## config.mk

```make
export PLATFORM = sky130hd
export DESIGN_NAME = led_pwm_bank
export DESIGN_NICKNAME = d
export VERILOG_FILES = /design/src/rtl/led_pkg.sv /design/src/rtl/led_pwm_channel.sv /design/src/rtl/led_pwm_bank.sv
export SDC_FILE = /design/constraint.sdc
export NUM_CORES = 1
export LEC_CHECK = 0
export ABC_AREA = 1
export CORE_UTILIZATION = 56
export DETAILED_ROUTE_END_ITERATION = 16
export PLACE_DENSITY = 0.77
export SLEW_MARGIN = 0
export SYNTH_ARGS = -nofsm -noshare
export SYNTH_HDL_FRONTEND = slang
export SYNTH_SLANG_ARGS = --single-unit
```

## constraint.sdc

```tcl
create_clock -name clk -period 2.2 [get_ports clk]
set_input_delay 0.44 -clock clk [delete_from_list [all_inputs] [get_ports clk]]
set_output_delay 0.44 -clock clk [all_outputs]
set_load 0.1 [all_outputs]
```

## src/rtl/led_pkg.sv

```systemverilog
// Shared types for the LED PWM bank: channel modes and the per-channel config payload.
package led_pkg;

  localparam int unsigned CNT_W = 8;

  typedef enum logic [1:0] {
    LED_OFF   = 2'd0,
    LED_ON    = 2'd1,
    LED_BLINK = 2'd2,
    LED_PWM   = 2'd3
  } led_mode_e;

  typedef struct packed {
    led_mode_e        mode;
    logic [CNT_W-1:0] period;
    logic [CNT_W-1:0] duty;
  } led_cfg_t;

  localparam led_cfg_t CFG_RESET = '{mode: LED_OFF, period: '0, duty: '0};

  // Last count value of a period; a zero period behaves as a period of one.
  function automatic logic [CNT_W-1:0] last_count(input logic [CNT_W-1:0] period);
    return (period == '0) ? '0 : period - CNT_W'(1);
  endfunction

endpackage

```

## src/rtl/led_pwm_channel.sv

```systemverilog
// One LED channel: shadow/active config, period counter, blink state and registered output.
module led_pwm_channel
  import led_pkg::*;
(
  input  logic     clk,
  input  logic     rst,
  input  logic     wr_en,
  input  led_cfg_t wr_cfg,
  input  logic     tick,
  input  logic     sync_all,
  output logic     led
);

  led_cfg_t         shadow;
  led_cfg_t         active;
  logic [CNT_W-1:0] cnt;
  logic             blink_q;

  logic boundary_c;
  logic enter_blink_c;
  logic led_c;

  assign boundary_c    = (cnt == last_count(active.period));
  assign enter_blink_c = (shadow.mode == LED_BLINK) && (active.mode != LED_BLINK);

  always_comb begin
    led_c = 1'b0;
    case (active.mode)
      LED_OFF:   led_c = 1'b0;
      LED_ON:    led_c = 1'b1;
      LED_BLINK: led_c = blink_q;
      LED_PWM:   led_c = (cnt < active.duty);
      default:   led_c = 1'b0;
    endcase
  end

  // Shadow captures writes; active only reloads at a period boundary or a sync.
  always_ff @(posedge clk) begin
    if (rst) begin
      shadow  <= CFG_RESET;
      active  <= CFG_RESET;
      cnt     <= '0;
      blink_q <= 1'b0;
      led     <= 1'b0;
    end else begin
      if (wr_en) begin
        shadow <= wr_cfg;
      end
      if (sync_all) begin
        cnt    <= '0;
        active <= shadow;
        if (enter_blink_c) begin
          blink_q <= 1'b0;
        end
      end else if (tick) begin
        if (boundary_c) begin
          cnt     <= '0;
          active  <= shadow;
          blink_q <= enter_blink_c ? 1'b0 : ~blink_q;
        end else begin
          cnt <= cnt + CNT_W'(1);
        end
      end
      led <= led_c;
    end
  end

endmodule

```

## src/rtl/led_pwm_bank.sv

```systemverilog
// Multi-channel LED driver: shared prescaler, config write decode and error flag.
module led_pwm_bank
  import led_pkg::*;
#(
  parameter  int unsigned CHANNELS = 4,
  parameter  int unsigned CNT_W    = 8,
  parameter  int unsigned PRESCALE = 4,
  localparam int unsigned CHAN_W   = (CHANNELS > 1) ? $clog2(CHANNELS) : 1,
  localparam int unsigned PSC_W    = (PRESCALE > 1) ? $clog2(PRESCALE) : 1
) (
  input  logic                clk,
  input  logic                rst,
  input  logic                cfg_valid,
  output logic                cfg_ready,
  input  logic [CHAN_W-1:0]   cfg_chan,
  input  logic [1:0]          cfg_mode,
  input  logic [CNT_W-1:0]    cfg_period,
  input  logic [CNT_W-1:0]    cfg_duty,
  output logic                cfg_err,
  input  logic                sync_all,
  output logic [CHANNELS-1:0] led
);

  logic [PSC_W-1:0]    psc;
  logic                tick_c;
  logic                accept_c;
  logic [CHANNELS-1:0] hit_c;
  logic [CHANNELS-1:0] wr_en_c;
  led_cfg_t            wr_cfg_c;

  assign tick_c   = (psc == PSC_W'(PRESCALE - 1));
  assign accept_c = cfg_valid & cfg_ready;
  assign wr_cfg_c = '{mode: led_mode_e'(cfg_mode), period: cfg_period, duty: cfg_duty};

  // One-hot channel decode; no hit means the write targets a missing channel.
  always_comb begin
    hit_c = '0;
    for (int unsigned c = 0; c < CHANNELS; c++) begin
      if (cfg_chan == CHAN_W'(c)) begin
        hit_c[c] = 1'b1;
      end
    end
    wr_en_c = hit_c & {CHANNELS{accept_c}};
  end

  always_ff @(posedge clk) begin
    if (rst) begin
      psc       <= '0;
      cfg_ready <= 1'b0;
      cfg_err   <= 1'b0;
    end else begin
      cfg_ready <= 1'b1;
      cfg_err   <= accept_c & ~(|hit_c);
      if (sync_all || tick_c) begin
        psc <= '0;
      end else begin
        psc <= psc + PSC_W'(1);
      end
    end
  end

  for (genvar g = 0; g < CHANNELS; g++) begin : g_chan
    led_pwm_channel u_chan (
      .clk      (clk),
      .rst      (rst),
      .wr_en    (wr_en_c[g]),
      .wr_cfg   (wr_cfg_c),
      .tick     (tick_c),
      .sync_all (sync_all),
      .led      (led[g])
    );
  end

endmodule

```

Word-level counts from Yosys, hierarchy flattened
Index checks and enable logic that the tools add are counted.
{"block": "totals", "regBits": 188, "latch_bits": 0, "mem_bits_rw": 0, "mem_bits_ro": 0, "input_bits": 24, "output_inout_bits": 6, "word_cells": 171, "mem_count": 0}
{"block": "classes", "addsub": 9, "multipliers": 0, "div": 0, "order_cmp": 4, "eq_ne": 32, "shifts": 0, "n_mux": 49, "n_bitwise": 8, "n_reduce_logical": 30}
{"operator": "18-bit 2-to-1 mux", "n": 12}
{"operator": "8-bit 2-to-1 mux", "n": 8}
{"operator": "8-bit by 1-bit adder with 8-bit output (second input constant)", "n": 4}
{"operator": "8-bit == test", "n": 4}
{"operator": "8-bit logical NOT", "n": 4}
{"operator": "8-bit less-than comparator", "n": 4}
{"operator": "8-bit by 1-bit subtractor with 8-bit output (second input constant)", "n": 4}
{"operator": "2-bit == test (second input constant)", "n": 15}
{"operator": "1-bit 2-to-1 mux", "n": 25}
{"operator": "1-bit one-hot mux with 4 select lines", "n": 4}
{"operator": "3-bit AND reduction", "n": 4}
{"operator": "2-bit by 1-bit == test with 1-bit output (second input constant)", "n": 5}
{"operator": "2-bit logical NOT", "n": 5}
{"operator": "2-bit nonzero test", "n": 5}
{"operator": "2-bit by 1-bit inequality test with 1-bit output (second input constant)", "n": 4}
{"operator": "2-bit inequality test (second input constant)", "n": 4}
{"operator": "2-bit AND reduction", "n": 4}
{"operator": "1-bit inverter", "n": 5}
{"operator": "4-bit bitwise AND", "n": 1}
{"operator": "1-bit logical AND", "n": 4}
{"operator": "2-bit OR reduction", "n": 2}
{"operator": "4-bit OR reduction", "n": 1}
{"operator": "2-bit by 1-bit adder with 2-bit output (second input constant)", "n": 1}
{"operator": "1-bit bitwise AND", "n": 2}
{"operator": "1-bit logical OR", "n": 1}

Longest topological paths before layout
Gate-level depths: netlist of the first run.
{"block": "depth", "word_depth": 6, "depth_mapped": 17, "depth_no_buf": 16}

By module
From an unflattened synthesis of the first run, not the netlist that was laid out.
{"block": "hier_totals", "cells_unflattened": 1496, "hier_area_um2": 9930.8}
{"mod": "led_pwm_channel", "instances": 4, "cells_each": 369, "area_per_inst_um2": 2443.6, "seq_area_each_um2": 920.9}
{"mod": "led_pwm_bank", "instances": 1, "cells_each": 20, "area_per_inst_um2": 156.4, "seq_area_each_um2": 80.1}

Least setup slack after synthesis of the first run
OpenSTA, ideal clock, no wires.
{"block": "synth_path", "path_type": "flip-flop to flip-flop", "start": "register cfg_ready", "end": "register g_chan[3].u_chan.shadow[0] (netlist name)", "setup_time_ns": 0.116, "arrival_time_ns": 2.361, "required_ns": 2.084, "path_slack_ns": -0.277, "path_stages_with_launch": 7, "n_path_buf": 1, "synth_period_minus_slack_ns": 2.477, "path_cell_list": "dfxtp_1 nand2_1 nor3_1 clkinv_1 buf_2 nor2_1 nor2_1"}
{"block": "synth_between", "elab_chain_len": 2}
{"element": "from (decl)", "line": "led_pwm_bank.sv:14", "rtl": "output logic cfg_ready,"}
{"element": "from (signal assigned)", "line": "led_pwm_bank.sv:49", "rtl": "cfg_ready <= 1'b0;"}
{"element": "from (signal assigned)", "line": "led_pwm_bank.sv:52", "rtl": "cfg_ready <= 1'b1;"}
{"element": "1-bit bitwise AND", "line": "led_pwm_bank.sv:32", "rtl": "assign accept_c = cfg_valid & cfg_ready;"}
{"element": "4-bit bitwise AND", "line": "led_pwm_bank.sv:43", "rtl": "wr_en_c = hit_c & {CHANNELS{accept_c}};"}
{"element": "to (signal assigned)", "line": "led_pwm_channel.sv:47", "rtl": "shadow <= wr_cfg;"}
{"element": "to (decl)", "line": "led_pwm_channel.sv:14", "rtl": "led_cfg_t shadow;"}
No other way between the ends.
A chain may end at the register's enable or synchronous reset.

Worst setup path after layout of the first run
{"block": "layout_path", "start": "register g_chan[0].u_chan.active[8] (netlist name)", "end": "register g_chan[0].u_chan.active[3] (netlist name)"}
{"block": "layout_between", "elab_chain_len": 5, "elab_cells_between_ends": 6, "classes_between": "1 x add/sub; 1 x eq/ne; 1 x mux; 3 x reduce/logical"}
{"element": "from (decl)", "line": "led_pwm_channel.sv:15", "rtl": "led_cfg_t active;"}
{"element": "from (signal assigned)", "line": "led_pwm_channel.sv:51", "rtl": "active <= shadow;"}
{"element": "from (signal assigned)", "line": "led_pwm_channel.sv:58", "rtl": "active <= shadow;"}
{"element": "8-bit by 1-bit subtractor with 8-bit output / 8-bit logical NOT (equally long branches)", "line": "led_pkg.sv:23", "rtl": "return (period == '0) ? '0 : period - CNT_W'(1);"}
{"element": "8-bit 2-to-1 mux *", "line": "led_pkg.sv:23"}
{"element": "8-bit == test *", "line": "led_pwm_channel.sv:23", "rtl": "assign boundary_c = (cnt == last_count(active.period));"}
{"element": "2-bit nonzero test (no line) *"}
{"element": "2-bit AND reduction (no line) *"}
Mark *: on every way between the ends. The rest lies on a longest branch, timed or not.

==> metrics.yaml, run 1 <==
die_h_um: 133
die_w_um: 133
num_antenna_cells: 0
critPathArrivalTime_ps: 2470
grt_usage_pct: 27.7
finalSetupViolations: 0
clk_pin_slew_worst_paths_ps: 70
io_buffers: 29
drive_above_1_share_pct: 10.5
via_per_inst: 5.34
ys_seq_area_share_pct: 39.1
fin_hold_ws_ps: 434
final_nets: 1538
synthToLayoutAreaGrowth_pct: 16.2
crit_type: "flop to flop"
core.rowCount: 47
register_area_um2: 3770
synth_top_family_by_area: "simple AND/OR/NAND/NOR gates"
synth_warnings: 0
power_density_nw_per_um2: 724
met1_usage_pct: 36.7
ys_types: 38
syn_inst: 1431
crit_cells: 14
power_mw: 8.10
muxShareOfSynthArea_pct: 0
cp_slowest_cell: "dfxtp_2"
grt.met3_usage_pct: 4.60
peakVddDrop_mv: 0.565
crit_path_max_fanout: 18
max_clock_freq_ghz: 0.468
placed_area_um2: 10200
synth_area_um2: 9640
fin_util_pct: 67.1
cp.required_ps: 2530
synthSimpleGateAreaFrac_pct: 33.4
clockBufferDepth: 2
finalClockSkew_ps: 10.4
finalWirelength_um: 24800
finish.instance_area_um2: 11200
drv_slew: 0
fill_cells: 1430
fin_crit_sh_pct: 97.2
status: "finished clean"
r2r-end: "g_chan[0].u_chan.active[3]"
dieArea_um2: 17700
ys_seq_elements: 188
wl_per_cell_um: 14.5
antenna_found_initial: 0
place.gp.congestion: 0.879
grt_first_pass_wirelength_um: 39300
p_leak_nw: 4.98
numCtsBuffers: 17
grt_overflow_total: 0
cts.sinks: 188
htreeDepth: 4
antenna_left: 0
boundaryPins: 30
cp-endpoint: "g_chan[0].u_chan.active[3]"
dp_hpwl_um: 16600
first_global_vias: 8129
multiInputGateArea_um2: 5200
critPathBufInv: 1
critPathLaunch: "g_chan[0].u_chan.active[8]"
cap_violations: 0
synth_nets: 1492
drt_iter0_drc: 765
end_kind: "flop"
start_util_pct: 57.7
synthXorXnorAreaFrac_pct: 1.82
avgSynthCellArea_um2: 6.73
first_pass_iters: 6
critPathMaxStageDelay_ps: 330
synthAdderAreaFrac_pct: 4.80
path_cells: "inv_1 -> ha_1 -> nand2_1 -> nor2_4 -> nand2_1 -> nand2_1 -> nand2_1 -> nand3_1 -> nor2_2 -> nand3_4 -> nand2_8 -> nand3_1 -> nand2_1 -> nor2_1"
r2r-start: "g_chan[0].u_chan.active[8]"
core_region_area_um2: 16700
hp-class: "flop to flop"
grt_max_degree: 56
crit_top_cell: "nand2_1"
synth-compound-area-share_pct: 10.9
cts_tree: "built"
hold_viol: 0
crit_path_start_kind: "flop"
cpLargestDelayFamily: "simple AND/OR/NAND/NOR gates"
gr-usage-met2_pct: 45.5
clk_latency_ps: 430
reg2reg_depth: 14
finalCriticalPeriod_ps: 2140
worst-r2r-setup-slack_ps: 60
busiest_layer: "met2"
vias: 9129
drc: 0
clock-root-buffer: "clkbuf_16"
[where the power goes]
group	internal, mW	switching (mW)	total (mW)
combinational	0.510	0.915	1.42
clock	1.71	1.36	3.06
sequential	3.53	0.0816	3.62
[worst register-to-register path, cell delays in order (launching register included)]
cell	delay (ps)
dfxtp_2	330
inv_1	50
ha_1	200
nand2_1	110
nor2_4	60
nand2_1	190
nand2_1	100
nand2_1	100
nand3_1	90
nor2_2	170
nand3_4	240
nand2_8	220
nand3_1	90
nand2_1	60
nor2_1	40
[stage by stage]
step / TNS, ps / cells / setup WS, ps
2_1_floorplan: 0 / 1431 / 71.5
3_3_place_gp: 0 / 1660 / 85.7
3_5_place_dp: -65.0 / 1660 / -37.8
4_1_cts: 0 / 1691 / 24.5
5_1_grt: -1390 / 1709 / -84.4
6_report: 0 / 1709 / 61.6
[area by class of cell]
| cell class | instances | area share, % |
|---|---|---|
| Sequential cell | 188 | 33.7 |
| Inverter | 175 | 5.90 |
| Tap cell | 220 | 2.46 |
| Clock inverter | 13 | 1.25 |
| Multi-Input combinational cell | 1023 | 46.5 |
| Clock buffer | 18 | 3.92 |
| Timing Repair Buffer | 72 | 6.36 |
[synthesized netlist by cell type, drive strengths merged]
cell type  instances  share of area (%)
o22ai              2               0.13
a21oi            102                5.3
or2                1              0.065
o21a               2               0.16
clkinv             7               0.27
o21bai             2               0.16
nand4             26                1.7
inv              168                6.6
dfxtp            188                 39
buf               25                2.0
xor2              20                1.8
o211ai             3               0.23
conb               1              0.039
nor3b              3               0.23
ha                37                4.8
a32oi              1              0.091
o31ai              1              0.078
o21ai             90                4.7
nor2             261                 11
nand3            134                7.2
nor3              11               0.57
clkbuf            30                1.2
nor4               4               0.26
nand3b             2               0.16
nand2            310                 13
[state kept, by name (all words and copies together), names as in the netlist]
signal / cells
g_chan.u_chan.active: 72
g_chan.u_chan.shadow: 72
g_chan.u_chan.cnt: 32
g_chan.u_chan.blink_q: 4
g_chan.u_chan.led: 4
psc: 2
cfg_err: 1
cfg_ready: 1
[cell usage in the layout, fill, tap and decap left out, types with 3 or more instances in the layout]
cell | synthesis | final
nand3_1 | 130 | 130
xor2_1 | 20 | 19
nand4_1 | 26 | 26
clkinv_4 | 0 | 3
clkinv_2 | 0 | 5
clkinv_1 | 7 | 5
inv_2 | 2 | 4
nand2_8 | 0 | 4
nand2_2 | 11 | 19
nor2_4 | 3 | 8
nor4_1 | 4 | 4
dfxtp_2 | 0 | 4
a21oi_2 | 1 | 3
inv_6 | 0 | 3
dfxtp_1 | 188 | 184
o21ai_0 | 88 | 87
o211ai_1 | 3 | 3
nand2_4 | 3 | 13
clkdlybuf4s50_1 | 0 | 23
a21oi_1 | 101 | 99
inv_1 | 165 | 164
ha_1 | 37 | 34
nor3b_1 | 3 | 3
buf_12 | 0 | 6
clkbuf_16 | 0 | 19
o21ai_1 | 2 | 3
nor2_2 | 5 | 9
nor3_1 | 11 | 11
buf_4 | 7 | 40
nor2_1 | 252 | 243
nand2_1 | 296 | 284
[cell families after synthesis]
group | after synthesis
AO/OA/AOI/OAI | 203
XOR/XNOR | 20
adder cells (fa/ha/maj) | 37
buffers and inverters | 230
flip-flops | 188
other | 1
AND/OR/NAND/NOR | 752
[worst min path at each step]
stage | startpoint | endpoint | slack, ps | cells after the start
after floorplan | psc[0] | psc[0] | 400 | 1
after global routing | psc[0] | psc[0] | 450 | 1
final | psc[0] | psc[0] | 430 | 1
after detailed placement | psc[0] | psc[0] | 430 | 1
after CTS | psc[0] | psc[0] | 440 | 1
after global placement | psc[0] | psc[0] | 420 | 1
[layer usage]
layer	share of wire [%]	vias to the layer above	wire [µm]
li1	-	4673	-
met1	45	4158	11100
met2	47	256	11700
met3	5.2	42	1290
met4	2.7	0	679
met5	0	-	0
[repair_timing]
action | CTS | global route
hold buffers | 0 | 0
endpoints found under the setup margin | 18 | 99
cloned | 0 | 12
gates resized for setup | 2 | 55
setup buffers | 0 | 6
pin swaps | 0 | 19
Power figures use the tool's default switching activity.
==> run 2, diff against run 1 <==
--- a/config.mk
+++ b/config.mk
@@ -7,6 +7,7 @@
 export LEC_CHECK = 0
 export ABC_AREA = 1
 export CORE_UTILIZATION = 56
+export CTS_CLUSTER_DIAMETER = 50
 export DETAILED_ROUTE_END_ITERATION = 16
 export PLACE_DENSITY = 0.77
 export SLEW_MARGIN = 0
==> constraint.sdc (replaced) <==
create_clock -name clk -period 1.9 [get_ports clk]
set_input_delay 0.38 -clock clk [delete_from_list [all_inputs] [get_ports clk]]
set_output_delay 0.38 -clock clk [all_outputs]
set_load 0.1 [all_outputs]
==> metrics.yaml, run 2 (synthesized netlist as in run 1, its figures left out) <==
max_clock_freq_ghz: 0.451  # -3.5%
htreeDepth: 4  # unchanged
synthToLayoutAreaGrowth_pct: 38.2
io_buffers: 29  # unchanged
wl_per_cell_um: 17.9  # +24%
via_per_inst: 5.84  # +9.2%
multiInputGateArea_um2: 6230  # +20%
cap_violations: 0  # unchanged
layout_common_cells: "nand2_1 (206), nor2_1 (187), dfxtp_1 (171), inv_1 (154), buf_4 (105)"
start_util_pct: 57.7  # unchanged
critPathMaxStageDelay_ps: 360  # +30 ps
status: "finished with violations"
holdPathStages: 1  # unchanged
clock-root-buffer: "clkbuf_16"
crit_path_start_kind: "flop"
finalCriticalPeriod_ps: 2210  # +76.5 ps
finalClockSkew_ps: 7.41  # -2.97 ps
swShare_pct: 31.1  # +2.1 points
crit_type: "flop to flop"
fin_crit_sh_pct: 117  # +19 points
crit_top_cell: "nand2_2"
drc: 0  # unchanged
grt_max_degree: 69  # +23%
core_region_area_um2: 16700  # unchanged
final_nets: 1631  # +6.0%
dp_hpwl_um: 17300  # +4.0%
largestRegisters: "g_chan.u_chan.active x72, g_chan.u_chan.shadow x72, g_chan.u_chan.cnt x32"
crit_path_max_fanout: 8  # -10
critPathArrivalTime_ps: 2580  # +110 ps
crit_cells: 15  # +1
die_h_um: 133  # unchanged
finalWirelength_um: 32300  # +30%
internal-power_mw: 7.16  # +25%
first_global_vias: 9479  # +17%
numCtsBuffers: 17  # unchanged
fin_util_pct: 79.7  # +13 points
p_leak_nw: 5.79  # +16%
cts_tree: "built"
final_common_cell: "nand2_1"
finalSetupViolations: 107  # +107
register_area_um2: 3790  # +0.63%
cp_slowest_cell: "dfxtp_4"
fill_cells: 994  # -30%
power_frac_seq_pct: 40.4  # -4.2 points
drt_iter0_drc: 1239  # +62%
hold_viol: 0  # unchanged
grt_first_pass_wirelength_um: 44700  # +14%
clk_latency_ps: 440  # about the same
clockBufferDepth: 2  # unchanged
drv_slew: 0  # unchanged
hp-class: "flop to flop"
end_kind: "flop"
violations: "negative setup slack"
combinationalPowerShare_pct: 23.0  # +5.4 points
cpLargestDelayFamily: "simple AND/OR/NAND/NOR gates"
cts.sinks: 188  # unchanged
clk_pin_slew_worst_paths_ps: 70  # about the same
fin_hold_ws_ps: 424  # -10.1 ps
place.gp.congestion: 0.879  # about the same
p_switching_mw: 3.23  # +37%
grt_usage_pct: 31.7  # +4.0 points
pre_cts_ws_ps: -238  # -201 ps
path_cells: "inv_2 -> ha_4 -> nand2_4 -> nor2_8 -> inv_6 -> nand3_2 -> nand2_1 -> nand2_2 -> nand2_2 -> nor2_4 -> nand3_4 -> buf_6 -> nand2_8 -> nand2_2 -> a21oi_1"
antenna_found_initial: 0  # unchanged
peakVddDrop_mv: 0.957  # +69%
drive_above_1_share_pct: 31.1  # +21 points
power_density_nw_per_um2: 781  # +7.9%
antenna_left: 0  # unchanged
setup_slack_ps: -315  # -377 ps
cp.required_ps: 2260  # -270 ps
rsz0062_at_grt: "true"
clockPowerShare_pct: 36.6  # -1.2 points
holdBufCountCts: 0  # unchanged
reg2reg_depth: 15  # +1
dieArea_um2: 17700  # unchanged
num_antenna_cells: 0  # unchanged
first_pass_iters: 7  # +1
core.rowCount: 47  # unchanged
vias: 10500  # +15%
critPathBufInv: 3  # +2
boundaryPins: 30  # unchanged
die_w_um: 133  # unchanged
grt_overflow_total: 0  # unchanged
## run 2: final timing paths
kind                                   start                    endpoint  slack, ps
setup reg to reg  g_chan[2].u_chan.active[9]  g_chan[2].u_chan.active[5]       -310
hold reg to reg                       psc[0]                      psc[0]        420
setup / recovery  g_chan[2].u_chan.active[9]  g_chan[2].u_chan.active[5]       -310
hold / removal                        psc[0]                      psc[0]        420
## run 2: layout make-up
type / count / share of cell area [%]
clock inverter: 14 / 1.36
clock buffer: 18 / 3.22
multi-input combinational: 1018 / 46.8
timing repair buffer: 170 / 13.0
inverter: 175 / 5.01
sequential: 188 / 28.5
tap: 220 / 2.07
## run 2: timing repair
item | 4_1_cts | 5_1_grt
setup buffers | 25 | 15
endpoints found under the hold margin | 0 | 0
endpoints found under the setup margin | 104 | 108
gates resized for setup | 132 | 250
gates cloned | 13 | 5
pin swaps | 62 | 102
## run 2: per-stage QoR
| stage | instance area, µm² | total power, mW | instances | TNS, ps |
|---|---|---|---|---|
| finish | 13300 | 10.4 | 1803 | -18190 |
| global route | 13300 | 10.7 | 1803 | -29130 |
| CTS | 12300 | 9.85 | 1791 | -6060 |
| detailed placement | 10800 | 5.87 | 1721 | -11600 |
| global placement | 10800 | 5.83 | 1721 | -6530 |
| floorplan | 9700 | 5.36 | 1431 | -761 |
## run 2: layer usage
| layer | share of wire, % | global-route usage [%] | up-vias |
|---|---|---|---|
| met5 | 0 | 0 | - |
| li1 | - | - | 4866 |
| met1 | 38 | 37.3 | 4891 |
| met3 | 7.2 | 5.86 | 176 |
| met4 | 5.6 | 16.1 | 0 |
| met2 | 49 | 55.2 | 589 |
## run 2: power groups by stage
stage,Sequential [mW],Combinational [mW],Clock [mW]
after floorplan,4.26,1.10,0
after global placement,4.25,1.57,0
after detailed placement,4.26,1.61,0
after CTS,4.18,1.89,3.79
after global routing,4.21,2.56,3.97
final,4.20,2.39,3.80
